### config.mk
export PLATFORM = sky130hd
export DESIGN_NAME = div11_seq_ctrl
export DESIGN_NICKNAME = d
export VERILOG_FILES = /design/src/rtl/div11_seq_ctrl.sv
export SDC_FILE = /design/constraint.sdc
export NUM_CORES = 1
export LEC_CHECK = 0
export BUFFER_PORTS_ARGS = -buffer_cell sky130_fd_sc_hd__buf_2
export CAP_MARGIN = 5
export CORE_UTILIZATION = 44
export DETAILED_ROUTE_END_ITERATION = 16
export GPL_TIMING_DRIVEN = 0
export PLACE_DENSITY_LB_ADDON = 0.2
export SETUP_SLACK_MARGIN = 0.4
export SYNTH_ARGS = -nofsm -noshare
export SYNTH_HDL_FRONTEND = slang
export SYNTH_SLANG_ARGS = --single-unit
### constraint.sdc
create_clock -name clk -period 2.2 [get_ports clk]
set_input_delay 0.55 -clock clk [delete_from_list [all_inputs] [get_ports clk]]
set_output_delay 0.55 -clock clk [all_outputs]
set_load 0.01 [all_outputs]
### src/rtl/div11_seq_ctrl.sv
// Sequential divide-by-11 controller: one radix-4 quotient/residue chunk per cycle,
// MSB first, with valid/ready handshakes on the operand and result sides.
module div11_seq_ctrl #(
    parameter int unsigned WIDTH = 32
) (
    input  logic             clk,
    input  logic             rst_n,
    input  logic             in_valid,
    output logic             in_ready,
    input  logic [WIDTH-1:0] dividend,
    output logic             out_valid,
    input  logic             out_ready,
    output logic [WIDTH-1:0] quotient,
    output logic [3:0]       remainder,
    output logic             busy
);

    localparam int unsigned   STEPS  = WIDTH / 2;
    localparam int unsigned   KW     = (STEPS > 1) ? $clog2(STEPS) : 1;
    localparam logic [KW-1:0] K_LAST = KW'(STEPS - 1);

    typedef enum logic [1:0] {
        IDLE,
        RUN,
        DONE
    } state_t;

    state_t           state_q, state_d;
    logic [WIDTH-1:0] sh_q, sh_d;
    logic [WIDTH-1:0] quot_q, quot_d;
    logic [3:0]       rem_q, rem_d;
    logic [KW-1:0]    k_q, k_d;

    logic [5:0]       w;
    logic [1:0]       chunk_q;
    logic [3:0]       chunk_r;

    // Residue stays <= 10, so w <= 43 and the table only needs four quotient bands.
    always_comb begin
        w       = {rem_q, sh_q[WIDTH-1 -: 2]};
        chunk_q = 2'd0;
        chunk_r = 4'd0;
        case (w) inside
            [6'd0:6'd10]: begin
                chunk_q = 2'd0;
                chunk_r = w[3:0];
            end
            [6'd11:6'd21]: begin
                chunk_q = 2'd1;
                chunk_r = 4'(w - 6'd11);
            end
            [6'd22:6'd32]: begin
                chunk_q = 2'd2;
                chunk_r = 4'(w - 6'd22);
            end
            [6'd33:6'd43]: begin
                chunk_q = 2'd3;
                chunk_r = 4'(w - 6'd33);
            end
            default: begin
                chunk_q = 2'd0;
                chunk_r = 4'd0;
            end
        endcase
    end

    always_comb begin
        state_d = state_q;
        sh_d    = sh_q;
        quot_d  = quot_q;
        rem_d   = rem_q;
        k_d     = k_q;
        case (state_q)
            IDLE: begin
                if (in_valid) begin
                    sh_d    = dividend;
                    rem_d   = '0;
                    quot_d  = '0;
                    k_d     = '0;
                    state_d = RUN;
                end
            end
            RUN: begin
                sh_d   = sh_q << 2;
                rem_d  = chunk_r;
                quot_d = (quot_q << 2) | WIDTH'(chunk_q);
                k_d    = k_q + KW'(1);
                if (k_q == K_LAST) begin
                    k_d     = '0;
                    state_d = DONE;
                end
            end
            DONE: begin
                if (out_ready) begin
                    state_d = IDLE;
                end
            end
            default: state_d = IDLE;
        endcase
    end

    always_ff @(posedge clk or negedge rst_n) begin
        if (!rst_n) begin
            state_q <= IDLE;
            sh_q    <= '0;
            quot_q  <= '0;
            rem_q   <= '0;
            k_q     <= '0;
        end else begin
            state_q <= state_d;
            sh_q    <= sh_d;
            quot_q  <= quot_d;
            rem_q   <= rem_d;
            k_q     <= k_d;
        end
    end

    assign in_ready  = (state_q == IDLE);
    assign out_valid = (state_q == DONE);
    assign busy      = (state_q != IDLE);
    assign quotient  = quot_q;
    assign remainder = rem_q;

endmodule

Yosys cells after proc, flatten, opt, wreduce, memory -nomap -nowiden
Cells that the tools add are included.
Storage, ports and cells
  word-level logic and storage cells: 53
  output and inout bits: 39
  register bits: 74
Cells by class
  order comparisons: 8
  reductions and logical operators: 9
  eq/ne operators: 6
  add/subtract/negate cells: 4
  multiplexer cells: 20
  bitwise gates (word level): 1
Operator list (count)
  32-bit case mux with 2 select lines: 2
  32-bit two-way mux: 2
  32-bit by 2-bit OR with 32-bit output: 1
  4-bit two-way mux: 6
  4-bit case mux with 2 select lines: 2
  2-bit two-way mux: 7
  6-bit less-or-equal comparator (second input constant): 2
  6-bit by 1-bit greater-or-equal comparator with 1-bit output (second input constant): 1
  6-bit by 4-bit greater-or-equal comparator with 1-bit output (second input constant): 1
  6-bit by 5-bit greater-or-equal comparator with 1-bit output (second input constant): 1
  6-bit greater-or-equal comparator (second input constant): 1
  6-bit by 4-bit less-or-equal comparator with 1-bit output (second input constant): 1
  6-bit by 5-bit less-or-equal comparator with 1-bit output (second input constant): 1
  2-bit case mux with 3 select lines: 1
  4-bit by 1-bit adder with 4-bit output (second input constant): 1
  4-bit equality test (second input constant): 1
  1-bit logical AND: 4
  2-bit != test (second input constant): 2
  2-bit nonzero test: 2
  4-bit by 1-bit subtractor with 4-bit output (second input constant): 1
  4-bit by 3-bit subtractor with 4-bit output (second input constant): 1
  4-bit subtractor (second input constant): 1
  3-bit AND reduction: 1
  2-bit by 1-bit equality test with 1-bit output (second input constant): 1
  other kinds (4): 4

Longest topological paths before layout
  depth in word-level cells: 8
  depth in mapped cells: 8
  gate-level depth less buffers: 7

Worst setup path after synthesis
Ideal clock, no wire load.
  kind: reg-to-reg
  start point: reg sh_q[30]
  end point: reg rem_q[3], in the netlist remainder[3]
  buffers on the path: 0
  data arrival time: 1.896 ns
  stages on the path, launching flop included: 8
  setup time: 0.132 ns
  clock period less this slack: 2.028 ns
  path slack: 0.172 ns
  path through: dfrtp_1 inv_1 ha_1 or3b_1 a32oi_2 nand3b_1 a211oi_1 o22ai_1
Between the ends
  longest elaborated chain between the ends: 7
  elaborated cells on any way between the ends: 20
Ends and longest elaborated chain
  from (decl): line 29  | logic [WIDTH-1:0] sh_q, sh_d;
  from (signal assigned): line 105  | sh_q <= '0;
  from (signal assigned): line 111  | sh_q <= sh_d;
  6-bit greater-or-equal comparator (no line) or 6-bit less-or-equal comparator (tied branches)
  1-bit logical AND (no line)
  4-bit two-way mux (3 in series): line 43  | case (w) inside
  4-bit two-way mux (*): line 43
  4-bit case mux with 2 select lines (*): line 73  | case (state_q)
  to (signal assigned): line 113  | rem_q <= rem_d;
  to (decl): line 31  | logic [3:0] rem_q, rem_d;
Every way passes the cells marked *; elsewhere a longest branch is shown, timed or not.
A chain may end at the register's enable or synchronous reset.

Worst setup path in the final report
  start point: reg sh_q[30]
  end point: reg rem_q[2], in the netlist remainder[2]
The elaborated chain is that of the path after synthesis.

==> flow_metrics.py <==
metrics = {
    "yosys": {
        "syn_inst": 320,
        "yosys_warnings": 0,
        "async_reset_ff_frac": 1.00,
        "yosysTopAreaCell": "dfrtp_1",
        "synth_area_um2": 3530,
        "synthTopCellsByArea": "dfrtp_1, mux2i_1, a22o_1",
        "ys_types": 55,
        "synth_ff_type": "dfrtp_1",
        "yosysSeqAreaShare": 0.524,
        "ys_seq_elements": 74,
        "synth_edf_count": 0,
        "avgSynthCellArea_um2": 11.0,
        "synthesis.nets": 365,
        "synth_top_area_frac": 0.524,
    },
    "die": {
        "die-area_um2": 8390,
        "core_um2": 7730,
        "rows": 32,
        "io-pin-count": 75,
        "dieHeight_um": 91.6,
        "die_x_um": 91.6,
        "initial_utilization": 0.457,
    },
    "place": {
        "port-buffer-count": 74,
        "finalWeightedCongestion": 0.874,
        "dp.cells": 497,
        "dpl.hpwl_um": 5840,
    },
    "timing": {
        "slew_violations": 0,
        "worst_pin_slew_ps": 456,
        "skew_ps": 9.97,
        "setup_viol": 0,
        "timing.final.crit_share": 0.879,
        "grt_setup_unrepaired": "yes",
        "max_freq_mhz": 517,
        "final_hold_viol_count": 0,
        "timing.setup.tns_ps": 0,
        "timing.slew.headroom": 0.696,
        "min_period_ps": 1930,
    },
    "setup_path": {
        "worst-setup-path-type": "flop to flop",
        "rr_worst_depth": 8,
        "crit_start": "sh_q[30]$_DFFE_PN0P_",
        "r2r_end": "remainder[2]$_DFFE_PN0P_",
        "arrival_ps": 2170,
        "crit_path_end": "remainder[2]$_DFFE_PN0P_",
        "critPathRequiredTime_ps": 2440,
        "ff2ff_setup_slack_ps": 270,
        "reg2reg_from": "sh_q[30]$_DFFE_PN0P_",
        "cp_max_fo": 6,
        "critPathLaunchType": "flop",
        "cp-end-kind": "flop",
    },
    "final_layout": {
        "area.growth.synth_to_final_pct": 29.9,
        "regArea_um2": 1860,
        "stdcell_count": 531,
        "antenna_cells": 0,
        "multiInputGateArea_um2": 1660,
        "final_nets": 469,
        "drive_gt1_frac": 0.375,
        "fillers": 671,
    },
    "global_routing": {
        "grt.total_usage": 0.218,
        "gr-max-usage-layer": "met2",
        "grt_start_max_net_pins": 51,
        "grt-ovfl-total": 0,
        "use_met3": 0.0494,
        "grt_pass1_vias": 2834,
        "gr-usage-met2": 0.339,
        "use_met1": 0.292,
        "grt_pass1_wl_um": 14200,
        "antenna_found_initial": 0,
    },
    "clock_network": {
        "clock_sinks": 74,
        "cts_tree": "yes",
        "numCtsBuffers": 9,
        "clk_path_buf_depth": 2,
        "htree_levels": 3,
        "path_clk_slew_ps": 80,
        "ctsHoldBuffers": 0,
        "clockRootBuffer": "clkbuf_8",
        "clk_latency_ps": 360,
    },
    "pwr": {
        "swShare": 0.400,
        "combPwrFrac": 0.499,
        "p_leak_nw": 2.39,
        "power_switching_mw": 2.85,
        "vdd_drop_max_v": 0.000634,
        "power.density_nw_per_um2": 1560,
        "p_int_mw": 4.28,
        "pwr-share-clk": 0.174,
        "seq_power_share": 0.327,
    },
    "run_status": {
        "outcome": "finished, final reports clean",
    },
    "detailed_routing": {
        "vias": 2881,
        "finalWirelength_um": 8660,
        "first_pass_iters": 4,
        "via_per_inst": 5.43,
        "drtIter0Drc": 140,
        "wire_per_inst_um": 16.3,
        "drcViolationCount": 0,
        "antenna_left": 0,
    },
    "flow_run": {
        "maxCapViolations": 0,
    },
    "min_path": {
        "hp-class": "input port to async pin",
    },
}
==> registers in the layout (all words and copies together), names as in the netlist <==
name       count
k_q            4
quotient      32
remainder      4
sh_q          32
state_q        2
==> how the worst min path moves through the flow <==
stage                                  start              endpoint  slack (ps)  cells after the start
after floorplan                        rst_n    k_q[0]$_DFFE_PN0P_         250                      0
after global placement    k_q[3]$_DFFE_PN0P_    k_q[3]$_DFFE_PN0P_         460                      1
after detailed placement  k_q[3]$_DFFE_PN0P_    k_q[3]$_DFFE_PN0P_         460                      1
after CTS                              rst_n  sh_q[23]$_DFFE_PN0P_         100                      1
after global routing                   rst_n  sh_q[23]$_DFFE_PN0P_         110                      1
final                                  rst_n  sh_q[23]$_DFFE_PN0P_          90                      1
==> synth_stat cells, types with 2 or more instances <==
| master | n |
|---|---|
| a211oi_1 | 3 |
| a21boi_0 | 2 |
| a21oi_1 | 4 |
| a21oi_2 | 2 |
| a22o_1 | 33 |
| a32o_1 | 3 |
| and3_1 | 2 |
| buf_1 | 2 |
| buf_2 | 10 |
| clkbuf_1 | 10 |
| dfrtp_1 | 74 |
| ha_1 | 9 |
| inv_1 | 5 |
| inv_2 | 2 |
| mux2i_1 | 29 |
| nand2_1 | 43 |
| nand2b_1 | 4 |
| nand3_1 | 2 |
| nor2_1 | 5 |
| nor2b_1 | 3 |
| nor4_1 | 2 |
| o211ai_1 | 4 |
| o21ai_0 | 4 |
| o21ai_1 | 31 |
| o31ai_1 | 2 |
==> routing by layer <==
| metal | up-vias | routed length (µm) |
|---|---|---|
| met5 | - | 0 |
| met4 | 0 | 206 |
| met3 | 18 | 435 |
| met2 | 96 | 4010 |
| met1 | 1386 | 4010 |
| li1 | 1381 | - |
==> cell usage in the layout (no fill, tap or decap), drive strengths merged, types with 2 or more instances in the layout <==
cell	instances
nand3	2
dfrtp	74
nand2	43
mux2i	29
a211oi	4
o211ai	4
nor4	2
nor2b	3
nor2	6
buf	104
nor4b	2
a21oi	6
clkbuf	22
and3	2
bufinv	2
a32o	3
o31ai	3
nand2b	4
a32oi	2
a22o	33
a21boi	3
or2	2
inv	9
ha	9
clkinv	2
o21ai	35
==> critical path: stages, from the launching register on <==
cell and delay (ps):
dfrtp_2 490, inv_4 70, ha_4 160, or3b_4 380, a32oi_4 220, buf_6 140, nand2b_1 90, a32o_1 170
o211ai_1 80
==> stage by stage <==
stage	util	cell area [µm²]	power, mW	hold slack [ps]	setup slack [ps]
floorplan	-	3560	4.48	254	370
global placement	0.526	4060	5.28	461	0.705
detailed placement	0.530	4090	5.41	455	16.6
CTS	0.580	4480	6.94	97.0	269
global route	0.594	4590	7.63	107	192
finish	0.594	4590	7.14	91.3	266
==> power groups by stage <==
stage | Sequential [mW] | Clock, mW | Combinational, mW
after floorplan | 2.39 | 0 | 2.08
after global placement | 2.35 | 0 | 2.93
after detailed placement | 2.37 | 0 | 3.04
after CTS | 2.33 | 1.26 | 3.35
after global routing | 2.42 | 1.32 | 3.90
final | 2.34 | 1.24 | 3.56
==> repair_timing <==
item | CTS | global route
endpoints found under the setup margin | 54 | 49
setup buffers | 12 | 6
pin swaps | 9 | 8
resized for setup | 18 | 28
==> cell type report <==
cell class | count | area share
inverter | 7 | 0.00682
buffer | 23 | 0.0297
multi-input combinational | 216 | 0.361
sequential | 74 | 0.405
clock inverter | 6 | 0.0207
tap | 102 | 0.0278
clock buffer | 10 | 0.0300
timing repair buffer | 93 | 0.119
==> logic make-up (layout without fill, tap and decap cells) <==
logic type	count (synthesis)	after routing	share of synthesized area
adders and majority gates	9	9	0.0319
AOI/OAI and AO/OA	103	103	0.214
and+or+nand+nor	74	74	0.108
buffers and inverters	30	139	0.0365
muxes	30	30	0.0854
DFF	74	74	0.524
Note: power is estimated with default switching activity, not from simulation.
